===== config.mk =====
export PLATFORM = sky130hd
export DESIGN_NAME = alu_sequencer_flat
export DESIGN_NICKNAME = d
export VERILOG_FILES = /design/src/rtl/alu_sequencer_if.sv /design/src/rtl/alu_sequencer.sv /design/src/flat_wrapper.sv
export SDC_FILE = /design/constraint.sdc
export NUM_CORES = 1
export LEC_CHECK = 0
export CORE_MARGIN = 4
export CORE_UTILIZATION = 35
export DETAILED_ROUTE_END_ITERATION = 10
export GPL_TIMING_DRIVEN = 0
export PLACE_DENSITY = 0.63
export SETUP_SLACK_MARGIN = 0.15
export SLEW_MARGIN = 40
export SYNTH_ARGS = -nofsm -noshare
export SYNTH_HDL_FRONTEND = slang
export SYNTH_SLANG_ARGS = --single-unit

===== constraint.sdc =====
create_clock -name clk -period 2.2 [get_ports clk]
set_input_delay 0.33 -clock clk [delete_from_list [all_inputs] [get_ports clk]]
set_output_delay 0.33 -clock clk [all_outputs]
set_load 0.1 [all_outputs]

===== src/rtl/alu_sequencer_if.sv =====
// Command, ALU-drive and result bundle between an alu_sequencer and its environment.
// master: drives commands, supplies alu_out, accepts results.
// slave: the sequencer side; drives cmd_ready, the ALU operands and the result port.
interface alu_sequencer_if #(
    parameter int N = 4
);
    logic           cmd_valid;
    logic           cmd_ready;
    logic [3:0]     cmd_op;
    logic [N-1:0]   cmd_a;
    logic [N-1:0]   cmd_b;
    logic           cmd_use_acc;

    logic [N-1:0]   operand1;
    logic [N-1:0]   operand2;
    logic [3:0]     operation;
    logic [2*N-1:0] alu_out;

    logic           res_valid;
    logic           res_ready;
    logic [2*N-1:0] res_data;
    logic [3:0]     res_op;
    logic           res_err;
    logic           busy;

    modport master (
        output cmd_valid, cmd_op, cmd_a, cmd_b, cmd_use_acc, alu_out, res_ready,
        input  cmd_ready, operand1, operand2, operation,
               res_valid, res_data, res_op, res_err, busy
    );

    modport slave (
        input  cmd_valid, cmd_op, cmd_a, cmd_b, cmd_use_acc, alu_out, res_ready,
        output cmd_ready, operand1, operand2, operation,
               res_valid, res_data, res_op, res_err, busy
    );
endinterface


===== src/rtl/alu_sequencer.sv =====
// Purpose: queues ALU commands, drives registered operands to an external combinational ALU,
//          captures its result and keeps an accumulator for chained operations.
// Latency: result valid 2 edges after a push into an idle, empty sequencer; 1 result per 3 cycles.
// Backpressure: cmd_ready = FIFO not full; res_* held stable until res_ready, nothing dropped.
//
// Ports: clk, rst (synchronous, active-high); bus (slave modport) carries the cmd_* push port,
// the operand1/operand2/operation/alu_out ALU connection, the res_* result port and busy.
module alu_sequencer #(
    parameter int N     = 4,
    parameter int DEPTH = 4
) (
    input  logic          clk,
    input  logic          rst,
    alu_sequencer_if.slave bus
);
    localparam int AW = $clog2(DEPTH);
    localparam logic [AW:0] FULL_CNT = (AW + 1)'(DEPTH);

    typedef struct packed {
        logic [3:0]   op;
        logic [N-1:0] a;
        logic [N-1:0] b;
        logic         use_acc;
    } cmd_t;

    typedef enum logic [1:0] {
        S_IDLE,
        S_DRIVE,
        S_RESP
    } state_t;

    // ------------------------------------------------------------------
    // Command FIFO
    // ------------------------------------------------------------------
    cmd_t           mem_q [DEPTH];
    logic [AW-1:0]  wr_ptr_q;
    logic [AW-1:0]  rd_ptr_q;
    logic [AW:0]    count_q;
    logic [AW:0]    count_d;
    cmd_t           push_entry;
    cmd_t           head;
    logic           fifo_empty;
    logic           push;
    logic           pop;

    state_t         state_q;
    logic [N-1:0]   operand1_q;
    logic [N-1:0]   operand2_q;
    logic [3:0]     operation_q;
    logic           err_q;
    logic [2*N-1:0] acc_q;
    logic           res_valid_q;
    logic [2*N-1:0] res_data_q;
    logic [3:0]     res_op_q;
    logic           res_err_q;

    assign push_entry = {bus.cmd_op, bus.cmd_a, bus.cmd_b, bus.cmd_use_acc};
    assign head       = mem_q[rd_ptr_q];
    assign fifo_empty = (count_q == '0);

    // Ready comes from the registered count only, so a pop on the same edge
    // never opens a slot for a push into a full FIFO.
    assign bus.cmd_ready = (count_q < FULL_CNT);
    assign push          = bus.cmd_valid && bus.cmd_ready;
    assign pop           = (state_q == S_IDLE) && !fifo_empty;

    always_comb begin
        count_d = count_q;
        if (push && !pop) begin
            count_d = count_q + 1'b1;
        end else if (!push && pop) begin
            count_d = count_q - 1'b1;
        end
    end

    always_ff @(posedge clk) begin
        if (rst) begin
            wr_ptr_q <= '0;
            rd_ptr_q <= '0;
            count_q  <= '0;
        end else begin
            if (push) begin
                wr_ptr_q <= wr_ptr_q + 1'b1;
            end
            if (pop) begin
                rd_ptr_q <= rd_ptr_q + 1'b1;
            end
            count_q <= count_d;
        end
    end

    // Storage needs no reset: entries are only read after being written.
    always_ff @(posedge clk) begin
        if (push) begin
            mem_q[wr_ptr_q] <= push_entry;
        end
    end

    // ------------------------------------------------------------------
    // Issue / capture FSM with registered outputs
    // ------------------------------------------------------------------
    always_ff @(posedge clk) begin
        if (rst) begin
            state_q     <= S_IDLE;
            operand1_q  <= '0;
            operand2_q  <= '0;
            operation_q <= '0;
            err_q       <= 1'b0;
            acc_q       <= '0;
            res_valid_q <= 1'b0;
            res_data_q  <= '0;
            res_op_q    <= '0;
            res_err_q   <= 1'b0;
        end else begin
            case (state_q)
                S_IDLE: begin
                    if (!fifo_empty) begin
                        operation_q <= head.op;
                        operand2_q  <= head.b;
                        // acc holds the last delivered result; only its low half feeds back.
                        operand1_q  <= head.use_acc ? acc_q[N-1:0] : head.a;
                        // Divide/modulo by zero is resolved here; the ALU output is ignored.
                        err_q       <= ((head.op == 4'b0011) || (head.op == 4'b0100))
                                       && (head.b == '0);
                        state_q     <= S_DRIVE;
                    end
                end
                S_DRIVE: begin
                    res_data_q  <= err_q ? '0 : bus.alu_out;
                    res_op_q    <= operation_q;
                    res_err_q   <= err_q;
                    res_valid_q <= 1'b1;
                    state_q     <= S_RESP;
                end
                S_RESP: begin
                    if (bus.res_ready) begin
                        res_valid_q <= 1'b0;
                        res_err_q   <= 1'b0;
                        acc_q       <= res_data_q;
                        state_q     <= S_IDLE;
                    end
                end
                default: begin
                    state_q <= S_IDLE;
                end
            endcase
        end
    end

    assign bus.operand1  = operand1_q;
    assign bus.operand2  = operand2_q;
    assign bus.operation = operation_q;
    assign bus.res_valid = res_valid_q;
    assign bus.res_data  = res_data_q;
    assign bus.res_op    = res_op_q;
    assign bus.res_err   = res_err_q;
    assign bus.busy      = (state_q != S_IDLE) || !fifo_empty;

endmodule


===== src/flat_wrapper.sv =====
// flat-port wrapper written by rule: the top's interface ports become plain ports
module alu_sequencer_flat 
#(
    parameter int N     = 4,
    parameter int DEPTH = 4
)
  (clk, rst, bus_cmd_valid, bus_cmd_op, bus_cmd_a, bus_cmd_b, bus_cmd_use_acc, bus_alu_out, bus_res_ready, bus_cmd_ready, bus_operand1, bus_operand2, bus_operation, bus_res_valid, bus_res_data, bus_res_op, bus_res_err, bus_busy);
  alu_sequencer_if #(.N(N)) bus_i ();
  input  logic clk;
  input  logic rst;
  input wire logic [$bits(bus_i.cmd_valid)-1:0] bus_cmd_valid;
  input wire logic [$bits(bus_i.cmd_op)-1:0] bus_cmd_op;
  input wire logic [$bits(bus_i.cmd_a)-1:0] bus_cmd_a;
  input wire logic [$bits(bus_i.cmd_b)-1:0] bus_cmd_b;
  input wire logic [$bits(bus_i.cmd_use_acc)-1:0] bus_cmd_use_acc;
  input wire logic [$bits(bus_i.alu_out)-1:0] bus_alu_out;
  input wire logic [$bits(bus_i.res_ready)-1:0] bus_res_ready;
  output wire logic [$bits(bus_i.cmd_ready)-1:0] bus_cmd_ready;
  output wire logic [$bits(bus_i.operand1)-1:0] bus_operand1;
  output wire logic [$bits(bus_i.operand2)-1:0] bus_operand2;
  output wire logic [$bits(bus_i.operation)-1:0] bus_operation;
  output wire logic [$bits(bus_i.res_valid)-1:0] bus_res_valid;
  output wire logic [$bits(bus_i.res_data)-1:0] bus_res_data;
  output wire logic [$bits(bus_i.res_op)-1:0] bus_res_op;
  output wire logic [$bits(bus_i.res_err)-1:0] bus_res_err;
  output wire logic [$bits(bus_i.busy)-1:0] bus_busy;
  assign bus_i.cmd_valid = bus_cmd_valid;
  assign bus_i.cmd_op = bus_cmd_op;
  assign bus_i.cmd_a = bus_cmd_a;
  assign bus_i.cmd_b = bus_cmd_b;
  assign bus_i.cmd_use_acc = bus_cmd_use_acc;
  assign bus_i.alu_out = bus_alu_out;
  assign bus_i.res_ready = bus_res_ready;
  assign bus_cmd_ready = bus_i.cmd_ready;
  assign bus_operand1 = bus_i.operand1;
  assign bus_operand2 = bus_i.operand2;
  assign bus_operation = bus_i.operation;
  assign bus_res_valid = bus_i.res_valid;
  assign bus_res_data = bus_i.res_data;
  assign bus_res_op = bus_i.res_op;
  assign bus_res_err = bus_i.res_err;
  assign bus_busy = bus_i.busy;
  alu_sequencer #(.N(N), .DEPTH(DEPTH)) u_core (.clk(clk), .rst(rst), .bus(bus_i));
endmodule

==> metrics.md <==
| Metric | Value |
|---|---|
| Setup CP Type | `reg2reg` |
| H-tree depth | `3` |
| Synth Flop Type | `edfxtp_1` |
| Cell area after synthesis | `0.00358 mm²` |
| Fmax | `476 MHz` |
| Final Setup Violations | `0` |
| Root buf cell | `clkbuf_8` |
| Clk_skew | `0.00838 ns` |
| Netlist cell types | `32` |
| Drt pass-1 iters | `4` |
| Clk buf depth | `2` |
| Nets | `357` |
| Count leader, synth | `edfxtp_1` |
| CP max FO | `4` |
| TritonCTS Buffers | `9` |
| Setup_tns | `0 ns` |
| Final wirelength | `6.84 mm` |
| Die Span Y | `109 µm` |
| CP endpoint kind | `flop` |
| Drt drc | `0` |
| Clk_lat worst skew | `0.35 ns` |
| Worst EP required | `2.48 ns` |
| TritonCTS clock tree | `yes` |
| Fin crit period | `2.10 ns` |
| Max VDD drop | `0.754 mV` |
| Synthesized netlist cell count | `258` |
| Status | `finished clean` |
| Mean post-synth cell area | `13.9 µm²` |
| DP Wirelength | `4.69 mm` |
| Fin crit share | `95.4%` |
| Placed Cells | `442` |
| DR vias/cell | `4.66` |
| Share of flip-flops with an asynchronous set or reset | `0%` |
| Slew @ Worst Pin | `0.729 ns` |
| Largest net degree at the start of global routing | `16` |
| Slew margin rel. | `51.4%` |
| Yosys warns | `0` |
| DIE WIDTH | `109 µm` |
| Post-synth top cells | `52 x edfxtp_1, 42 x dfxtp_1, 28 x nor2_1` |
| CP startpoint kind | `flop` |
| Post-synth EDFFs | `52` |
| First-pass GRT wire length | `10.8 mm` |
| Io pins | `53` |
| Top cells by area, synth | `edfxtp_1 44%, dfxtp_1 23%, mux4_1 6.6%` |
| Area growth syn-to-layout | `24.2%` |
| Final hold vios | `0` |
| Post-synthesis sequential area ratio | `67.0%` |
| RSZ-0062 raised after global routing | `yes` |
| Clock-pin transition on the worst setup and hold timing paths | `0.08 ns` |
| Grt total ovfl | `0` |
| Number of non-filler instances in the completed layout | `464` |
| Synth area leader | `edfxtp_1` |
| Worst Hold Class | `in2reg` |
| Starting DRT DRC Count | `98` |
| Core ar. | `0.00986 mm²` |
| Number of routed nets with antenna violations | `0` |
| Syn Nets | `289` |
| Vias in the first global route | `2108` |
| Initial Utilization | `36.3%` |
| Post-synth top area share | `43.6%` |
| Layout cell share with drive strength beyond 1 | `21.5%` |
| Routed wire per std cell | `14.7 µm` |
| Data arrival, critical path | `2.37 ns` |
| Initial antenna violation count | `0` |
| Total track usage | `12.0%` |
| Clock sink count | `94` |
| Inserted Diodes | `0` |
| Placer Congestion | `0.778` |
| Power density cells | `1410 mW/mm²` |
| Synth Register Bits | `94` |
| Leak pwr | `1.68 nW` |
| MaxCap Viol Count | `0` |
| Die ar. | `0.0119 mm²` |
| Final hold slack | `0.255 ns` |
| PortBufs | `51` |
| Slew Limit Fails | `0` |
| # rows | `36` |
| Detailed-route via count | `2162` |
-- area by class of cell --
| class | count | area, µm² |
|---|---|---|
| Buffer | 13 | 88.8 |
| Clock buffer | 10 | 128 |
| Clock inverter | 6 | 85.1 |
| Fill cell | 890 | 5410 |
| Inverter | 6 | 22.5 |
| Multi-Input combinational cell | 145 | 1130 |
| Sequential cell | 94 | 2410 |
| Tap cell | 133 | 166 |
| Timing Repair Buffer | 57 | 415 |
-- logic make-up after synthesis --
family          after synthesis  synth area share (%)
buf+inv                      19                  2.69
fa+ha+maj                     6                  2.30
flops                        94                  67.0
xor+xnor                      5                  1.22
mux                          22                  11.6
compound gates               32                  4.85
simple gates                 80                  10.3
-- worst paths after layout --
path,startpoint,end,slack (ns),depth (start not counted)
setup / recovery,flop,u_core.err_q,0.10,5
hold / removal,rst,u_core.err_q,0.26,2
setup reg to reg,flop,u_core.err_q,0.10,5
hold reg to reg,u_core.bus.res_op[1],u_core.bus.res_op[1],0.46,2
-- sequential cells by signal (all words and copies together) (netlist names), named ones only --
register and flops:
u_core.bus.res_op 4, u_core.bus.operand2 4, u_core.bus.res_valid 1, u_core.mem_q 52, u_core.rd_ptr_q 2, u_core.count_q 3
u_core.bus.operand1 4, u_core.acc_q 4, u_core.bus.res_err 1, u_core.state_q 2, u_core.err_q 1, u_core.bus.operation 4
u_core.bus.res_data 8, u_core.wr_ptr_q 2
-- cell usage in the layout (no fill, tap or decap), types with 2 or more instances in the layout --
master	synthesis	final
a211oi_1	4	4
a21oi_1	26	26
and2_1	4	4
and3_1	8	8
buf_2	1	29
buf_4	0	7
bufinv_16	0	2
clkbuf_1	9	8
clkbuf_8	0	10
clkdlybuf4s50_1	0	23
dfxtp_1	42	39
dfxtp_4	0	2
edfxtp_1	52	52
ha_1	5	4
inv_1	6	5
mux2i_1	9	9
mux4_1	9	8
mux4_2	4	5
nand2_1	26	26
nand3_1	2	2
nor2_1	28	28
nor2b_1	2	2
nor3_4	0	2
or3_1	2	2
or4_4	0	2
xnor2_1	2	2
xor2_1	3	3
-- critical path, stage by stage (launching register included) --
cell     delay, ns
dfxtp_2       0.33
buf_6         0.12
mux4_2        0.53
or4_4         0.52
or4_4         0.42
o32ai_2       0.09
-- power breakdown --
part	internal, mW	total (mW)	switching [mW]
sequential	2.16	2.34	0.180
clock	0.638	1.22	0.580
combinational	0.790	2.73	1.94
total	3.59	6.29	2.70
-- repair_timing --
item,in CTS,in global routing
endpoints found under the setup margin,3,2
pin swaps,2,2
resized for setup,7,5
buffers inserted,4,2
hold buffers,0,0
-- stage by stage --
stage	setup WS (ns)	utilization [%]	total power, mW	cell area [µm²]
after floorplan	0.153	-	4.51	3630
after global placement	-0.277	43.7	5.12	4310
after detailed placement	-0.294	42.3	5.00	4170
after CTS	0.0857	44.8	6.29	4420
after global routing	0.0316	45.1	6.62	4450
final	0.101	45.1	6.29	4450
-- routing by layer --
layer	global-route usage, %	vias up	wire [µm]
met5	0	-	0
met1	14.9	1027	3040
met2	20.1	55	3260
li1	-	1071	-
met4	3.74	0	85
met3	3.91	9	454
No activity file was read; power rests on OpenSTA's default activity.
